### config.mk
export PLATFORM = sky130hd
export DESIGN_NAME = water_tank_level_encoder
export DESIGN_NICKNAME = d
export VERILOG_FILES = /design/src/rtl/water_tank_level_encoder.sv
export SDC_FILE = /design/constraint.sdc
export NUM_CORES = 1
export LEC_CHECK = 0
export CORE_ASPECT_RATIO = 1.25
export CORE_MARGIN = 2
export CORE_UTILIZATION = 26
export CTS_CLUSTER_DIAMETER = 50
export CTS_CLUSTER_SIZE = 16
export DETAILED_ROUTE_END_ITERATION = 12
export REMOVE_ABC_BUFFERS = 1
export SYNTH_ARGS = -nofsm -noshare
export SYNTH_HDL_FRONTEND = slang
export SYNTH_SLANG_ARGS = --single-unit
### constraint.sdc
create_clock -name clk -period 3.6 [get_ports clk]
set_input_delay 0.54 -clock clk [delete_from_list [all_inputs] [get_ports clk]]
set_output_delay 0.54 -clock clk [all_outputs]
set_load 0.02 [all_outputs]
### src/rtl/water_tank_level_encoder.sv
// Three-probe water-tank level encoder: per-probe two-flop sync and debounce, then a
// thermometer-code check feeding a small FSM that registers level, valid, change and fault.
module water_tank_level_encoder #(
  parameter int unsigned DEBOUNCE_CYCLES = 16,
  parameter int unsigned CNT_WIDTH       = 5
) (
  input  logic       clk,
  input  logic       reset_n,
  input  logic [2:0] probe_raw,
  output logic [1:0] tank_level_status,
  output logic       level_valid,
  output logic       level_changed,
  output logic       sensor_fault
);

  // INIT waits until the probe values present at reset release have had time to
  // pass through the synchroniser and a full debounce window before trusting deb.
  localparam int unsigned SETTLE_CYCLES = DEBOUNCE_CYCLES + 2;
  localparam int unsigned SETTLE_WIDTH  = $clog2(SETTLE_CYCLES + 1);

  localparam logic [CNT_WIDTH-1:0]    CNT_LAST    = CNT_WIDTH'(DEBOUNCE_CYCLES - 1);
  localparam logic [SETTLE_WIDTH-1:0] SETTLE_LAST = SETTLE_WIDTH'(SETTLE_CYCLES);

  typedef enum logic [1:0] {
    S_INIT,
    S_TRACK,
    S_FAULT
  } state_e;

  logic [2:0]                meta_q, sync_q;
  logic [2:0]                deb_q, deb_d;
  logic [2:0][CNT_WIDTH-1:0] cnt_q, cnt_d;

  logic [SETTLE_WIDTH-1:0]   settle_q, settle_d;
  state_e                    state_q, state_d;
  logic [1:0]                level_q, level_d;
  logic                      valid_q, valid_d;
  logic                      changed_q, changed_d;
  logic                      fault_q, fault_d;

  logic                      code_ok;
  logic [1:0]                code_level;

  // NOTE: every always_comb variable gets a default first, so no path can infer a latch.
  always_comb begin
    deb_d = deb_q;
    cnt_d = '0;
    for (int i = 0; i < 3; i++) begin
      if (sync_q[i] != deb_q[i]) begin
        if (cnt_q[i] == CNT_LAST) begin
          deb_d[i] = sync_q[i];
        end else begin
          cnt_d[i] = cnt_q[i] + CNT_WIDTH'(1);
        end
      end
    end
  end

  always_comb begin
    code_ok    = 1'b1;
    code_level = 2'b00;
    case (deb_q)
      3'b000:  code_level = 2'b00;
      3'b001:  code_level = 2'b01;
      3'b011:  code_level = 2'b10;
      3'b111:  code_level = 2'b11;
      default: code_ok    = 1'b0;
    endcase
  end

  always_comb begin
    state_d   = state_q;
    settle_d  = settle_q;
    level_d   = level_q;
    valid_d   = valid_q;
    changed_d = 1'b0;
    fault_d   = fault_q;
    case (state_q)
      S_INIT: begin
        if (settle_q != SETTLE_LAST) begin
          settle_d = settle_q + SETTLE_WIDTH'(1);
        end else if (code_ok) begin
          level_d = code_level;
          valid_d = 1'b1;
          state_d = S_TRACK;
        end else begin
          fault_d = 1'b1;
          state_d = S_FAULT;
        end
      end
      S_TRACK: begin
        if (!code_ok) begin
          fault_d = 1'b1;
          state_d = S_FAULT;
        end else if (code_level != level_q) begin
          level_d   = code_level;
          changed_d = 1'b1;
        end
      end
      S_FAULT: begin
        if (code_ok) begin
          fault_d   = 1'b0;
          state_d   = S_TRACK;
          level_d   = code_level;
          valid_d   = 1'b1;
          // A first level acquired out of FAULT is a load, not a change.
          changed_d = valid_q && (code_level != level_q);
        end
      end
      default: state_d = S_INIT;
    endcase
  end

  // NOTE: sequential state uses non-blocking assignments so every flop samples pre-edge values.
  always_ff @(posedge clk or negedge reset_n) begin
    if (!reset_n) begin
      meta_q    <= '0;
      sync_q    <= '0;
      deb_q     <= '0;
      cnt_q     <= '0;
      settle_q  <= '0;
      state_q   <= S_INIT;
      level_q   <= 2'b00;
      valid_q   <= 1'b0;
      changed_q <= 1'b0;
      fault_q   <= 1'b0;
    end else begin
      meta_q    <= probe_raw;
      sync_q    <= meta_q;
      deb_q     <= deb_d;
      cnt_q     <= cnt_d;
      settle_q  <= settle_d;
      state_q   <= state_d;
      level_q   <= level_d;
      valid_q   <= valid_d;
      changed_q <= changed_d;
      fault_q   <= fault_d;
    end
  end

  assign tank_level_status = level_q;
  assign level_valid       = valid_q;
  assign level_changed     = changed_q;
  assign sensor_fault      = fault_q;

endmodule

==> flow_metrics.env, run 1 <==
export IMPL_status="complete, no violations"
export IMPL_setup_violations=0
export IMPL_syn_inst=136
export IMPL_crit_chain="inv_1, ha_1, nand2_1, o31ai_2, o2111ai_1, a21o_1, mux2_4"
export IMPL_grt_pass1_wl_um=4170
export IMPL_cts_buffer_depth=2
export IMPL_rows=31
export IMPL_postCtsSetupRepairBufs=0
export IMPL_critPathLaunchType="flop"
export IMPL_avgRoutedWirePerCell_um=11.2
export IMPL_tritoncts="yes"
export IMPL_netlist_area_um2=1580
export IMPL_end_kind="flop"
export IMPL_ir_worst_vdd_v=0.000180
export IMPL_cts_htree_levels=2
export IMPL_grt_antenna_before_repair=0
export IMPL_hold_path_class="in -> async"
export IMPL_drive_gt1_share_pct=7.24
export IMPL_fin_crit_sh_pct=56.6
export IMPL_tns_ps=0
export IMPL_maxCapViolCount=0
export IMPL_yosys_cell_types_count=31
export IMPL_synth_warning_count=0
export IMPL_fp_dieW_um=73.7
export IMPL_synth_edf_count=0
export IMPL_hold_buffers=0
export IMPL_slew_headroom_pct=48.4
export IMPL_insertion_delay_ps=290
export IMPL_die_area_um2=6720
export IMPL_max_stage_delay_ps=540
export IMPL_drv_slew=0
export IMPL_avgSynthCellArea_um2=11.6
export IMPL_io_pins=10
export IMPL_routed_via_density=4.72
export IMPL_p_leak_nw=0.877
export IMPL_drt_iter0_markers=64
export IMPL_finalClockSkew_ps=11.9
export IMPL_path_max_fanout=9
export IMPL_p_per_area_nw_per_um2=535
export IMPL_post_cts_resized=0
export IMPL_async_flop_share_pct=100
export IMPL_period_needed_ps=2040
export IMPL_synthFlopType="dfrtp_1"
export IMPL_syn_to_final_growth_pct=17.2
export IMPL_cts_buffers=5
export IMPL_cts_sinks=36
export IMPL_cp_top_family="compound AO/OA/AOI/OAI gates"
export IMPL_ys_seq_area_share_pct=57.1
export IMPL_grt_pass1_vias=948
export IMPL_hold_viol_final=0
export IMPL_core_um2=5820
export IMPL_port_buffers=9
export IMPL_die_y_um=91.1
export IMPL_hpwl_um=1700
export IMPL_cp_slowest_cell="o31ai_2"
export IMPL_firstDrtPassIters=4
export IMPL_utilization_pct=31.8
export IMPL_path_buf_inv=1
export IMPL_rsz0062_at_grt="false"
export IMPL_ant_nets=0
export IMPL_crit_arrival_ps=2220
export IMPL_grt_usage_pct=8.49
export IMPL_worst_pin_slew_ps=774
export IMPL_fmax_ghz=0.490
export IMPL_clk_pin_slew_ps=80
export IMPL_num_vias=1029
export IMPL_root_buffer="clkbuf_8"
export IMPL_drc=0
export IMPL_drt_total_wl_um=2440
export IMPL_synth_seq_cells=36
export IMPL_insertedDiodeCount=0
export IMPL_grt_ovfl_total=0
export IMPL_critPathKind="reg -> reg"
export IMPL_grt_max_degree=37
export IMPL_start_util_pct=27.1
export IMPL_gp_congestion=0.756
export IMPL_required_ps=3780
export IMPL_fin_nets=164
[path summary, 6_finish.rpt]
kind,from,end,slack [ps],depth (start not counted)
max in group asynchronous,reset_n,settle_q[1]$_DFFE_PN0P_,2770,1
hold reg to reg,meta_q[2]$_DFF_PN0_,sync_q[2]$_DFF_PN0_,340,0
min in group clk,meta_q[2]$_DFF_PN0_,sync_q[2]$_DFF_PN0_,340,0
setup / recovery,settle_q[0]$_DFFE_PN0P_,tank_level_status[1]$_DFFE_PN0P_,1560,7
hold / removal,reset_n,cnt_q[10]$_DFF_PN0_,320,1
setup reg to reg,settle_q[0]$_DFFE_PN0P_,tank_level_status[1]$_DFFE_PN0P_,1560,7
[sequential cells by signal, summed over array words and instances (netlist names)]
| register | flops |
|---|---|
| meta_q | 3 |
| deb_q | 3 |
| sensor_fault | 1 |
| sync_q | 3 |
| cnt_q | 15 |
| settle_q | 5 |
| level_changed | 1 |
| level_valid | 1 |
| tank_level_status | 2 |
| state_q | 2 |
[layout by cell type (no fill, tap or decap), drive strengths merged]
cell type,n
dfrtp,36
nor2,14
xor2,10
o21ai,9
ha,8
clkdlybuf4s50,8
inv,7
nand3,7
and2,7
clkbuf,6
nand4,4
a21oi,4
mux2,4
and3,3
nand2,3
xnor2,3
a21o,2
mux2i,2
o211ai,2
nor3,1
nor4b,1
nor4bb,1
or4,1
a311oi,1
o31ai,1
or2,1
o2111ai,1
nor3b,1
nand2b,1
bufinv,1
clkinv,1
buf,1
[power breakdown]
part	switching, mW	leakage, nW	internal (mW)	total (mW)
clock	0.143	0.0552	0.206	0.348
sequential	0.0280	0.458	0.431	0.459
combinational	0.103	0.363	0.0809	0.184
total	0.273	0.877	0.717	0.991
[cell type report]
class,count,area (um2)
fillers,606,3970
flip-flops and latches,36,901
multi-input cells,92,648
repair buffers,9,85.1
well taps,66,82.6
clock buffers,6,72.6
clock inverters,2,35.0
inverters,7,26.3
[per-stage QoR]
stage	power (mW)	hold WS, ps	worst slack (ps)	instance area [um2]	std cells
after floorplan	0.598	244	1730	1580	135
after global placement	0.648	333	1630	1740	210
after detailed placement	0.651	336	1570	1740	210
after CTS	1.01	348	1570	1850	218
after global routing	1.05	366	1430	1850	218
final	0.991	316	1560	1850	218
[cells in the mapped netlist, drive strengths merged, types with 2 or more instances]
library cell	count	share of area [%]
a21oi	4	1.3
mux2	4	3.1
nor2	14	3.3
inv	7	1.7
xor2	10	5.5
xnor2	3	1.7
nand4	4	1.6
and2	7	2.9
mux2i	2	1.3
o21ai	9	2.9
o211ai	2	0.95
nand2	3	0.71
a21o	2	0.95
and3	3	1.2
ha	8	6.3
dfrtp	36	57
nand3	7	2.2
[logic make-up (layout without fill, tap and decap cells)]
family          Yosys count  in the layout  synth area share, %
compound gates           20             20                 7.92
xor+xnor                 13             13                 7.21
fa+ha+maj                 8              8                 6.34
buf+inv                   8             24                 1.90
flops                    36             36                 57.1
mux                       6              6                 4.36
simple gates             45             45                 15.2
[layer usage]
metal,GRT usage [%],share of wire [%]
met1,9.60,43
met5,0,0
met3,3.88,4.5
met4,5.61,3.0
met2,12.6,49
No activity file was read; power rests on OpenSTA's default activity.
==> inputs of run 2 (changes only) <==
clock period = 2.1 ns   (was 3.6 ns; I/O delays follow)
==> run 2 against run 1 <==
Compared with the run above: core utilization barely moved; global-route usage about the same; fmax increased by 13%; highest routed layer unchanged.
==> flow_metrics.env, run 2 (synthesis gave the netlist of run 1 again) <==
export IMPL_crit_arrival_ps=1980
export IMPL_grt_ovfl_total=0
export IMPL_grt_pass1_vias=1039
export IMPL_gp_congestion=0.762
export IMPL_p_leak_nw=0.875
export IMPL_use_met2_pct=13.3
export IMPL_worst_pin_slew_ps=783
export IMPL_rsz0062_at_grt="false"
export IMPL_fp_dieW_um=73.7
export IMPL_ant_nets=0
export IMPL_hold_viol_final=0
export IMPL_cp_common_cell="nor2_1"
export IMPL_fin_crit_sh_pct=86.0
export IMPL_finalWorstSetupSlack_ps=294
export IMPL_crit_chain="nor2_1, nor2_1, or4_1, a21o_1, mux2_4"
export IMPL_ir_worst_vdd_v=0.000239
export IMPL_port_buffers=9
export IMPL_drive_gt1_share_pct=8.44
export IMPL_grt_max_degree=37
export IMPL_drt_iter0_markers=33
export IMPL_hold_buffers=0
export IMPL_drc=0
export IMPL_finalClockSkew_ps=3.59
export IMPL_critPathLaunchType="flop"
export IMPL_required_ps=2270
export IMPL_grt_pass1_wl_um=4460
export IMPL_cts_htree_levels=2
export IMPL_met1_usage_pct=9.92
export IMPL_grt_antenna_before_repair=0
export IMPL_end_kind="flop"
export IMPL_finalPower_mw=1.63
export IMPL_fin_area_um2=1850
export IMPL_fin_nets=166
export IMPL_drv_slew=0
export IMPL_max_stage_delay_ps=460
export IMPL_cts_buffer_depth=2
export IMPL_hpwl_um=1830
export IMPL_tns_ps=0
export IMPL_die_area_um2=6720
export IMPL_p_per_area_nw_per_um2=879
export IMPL_insertion_delay_ps=290
export IMPL_period_needed_ps=1810
export IMPL_die_y_um=91.1
export IMPL_final_common_cell="dfrtp_1"
export IMPL_grt_busiest_layer="met2"
export IMPL_clk_pin_slew_ps=70
export IMPL_use_met3_pct=3.44
export IMPL_root_buffer="clkbuf_8"
export IMPL_utilization_pct=31.8
export IMPL_insertedDiodeCount=0
export IMPL_routed_via_density=4.63
export IMPL_io_pins=10
export IMPL_regMostFlops="cnt_q"
export IMPL_cts_sinks=36
export IMPL_setup_violations=0
export IMPL_pre_cts_ws_ps=299
export IMPL_fmax_ghz=0.554
export IMPL_syn_to_final_growth_pct=17.3
export IMPL_critPathKind="reg -> reg"
export IMPL_cp_slowest_cell="dfrtp_1"
export IMPL_maxCapViolCount=0
export IMPL_status="complete, no violations"
export IMPL_placed_area_um2=1760
export IMPL_num_vias=1019
export IMPL_path_max_fanout=7
export IMPL_avgRoutedWirePerCell_um=11.5
export IMPL_core_um2=5820
export IMPL_largest_reg_flops=15
export IMPL_grt_usage_pct=8.53
export IMPL_drt_total_wl_um=2540
export IMPL_hold_path_class="in -> async"
export IMPL_slew_headroom_pct=47.8
export IMPL_top_regs="cnt_q x15, settle_q x5"
export IMPL_rows=31
export IMPL_start_util_pct=27.1
export IMPL_post_cts_resized=0
export IMPL_cts_buffers=5
export IMPL_layout_common_cells="dfrtp_1 (36), nor2_1 (14), xor2_1 (10)"
export IMPL_firstDrtPassIters=4
export IMPL_postCtsSetupRepairBufs=0
export IMPL_tritoncts="yes"
## run 2: final timing paths
kind / startpoint / end / slack (ps) / depth (start not counted)
worst min-delay path: reset_n / meta_q[0]$_DFF_PN0_ / 100 / 1
min in group clk: meta_q[2]$_DFF_PN0_ / sync_q[2]$_DFF_PN0_ / 350 / 0
worst max register to register: deb_q[2]$_DFFE_PN0P_ / tank_level_status[1]$_DFFE_PN0P_ / 290 / 5
worst max-delay path: deb_q[2]$_DFFE_PN0P_ / tank_level_status[1]$_DFFE_PN0P_ / 290 / 5
worst min register to register: meta_q[2]$_DFF_PN0_ / sync_q[2]$_DFF_PN0_ / 350 / 0
max in group asynchronous: reset_n / sensor_fault$_DFFE_PN0P_ / 1500 / 1
## run 2: stage by stage
stage / std cells / hold WS, ps
after floorplan: 135 / 19.4
after global placement: 212 / 336
after detailed placement: 212 / 336
after CTS: 220 / 134
after global routing: 220 / 168
final: 220 / 102
## run 2: routing by layer
metal	vias to the layer above	wire length, um
met4	0	39
met3	5	96
met2	11	1250
met1	497	1150
met5	-	0
li1	506	-
## run 2: final cells by class
cell class	instances	area [um2]
Tap cell	66	82.6
Fill cell	589	3970
Clock inverter	1	7.51
Clock buffer	7	86.3
Multi-Input combinational cell	92	648
Inverter	7	26.3
Timing Repair Buffer	11	100
Sequential cell	36	901
## run 2: worst max-delay path, delay by kind of cell, from the launching register on
kind,cells,cell delay [ps]
compound gates,1,230
mux,1,290
simple gates,3,710
flops,1,460
## run 2: power breakdown
group | internal (mW) | total, mW | switching [mW] | leakage, nW
combinational | 0.149 | 0.343 | 0.194 | 0.372
clock | 0.266 | 0.510 | 0.244 | 0.0445
sequential | 0.739 | 0.774 | 0.0346 | 0.458
total | 1.16 | 1.63 | 0.472 | 0.875
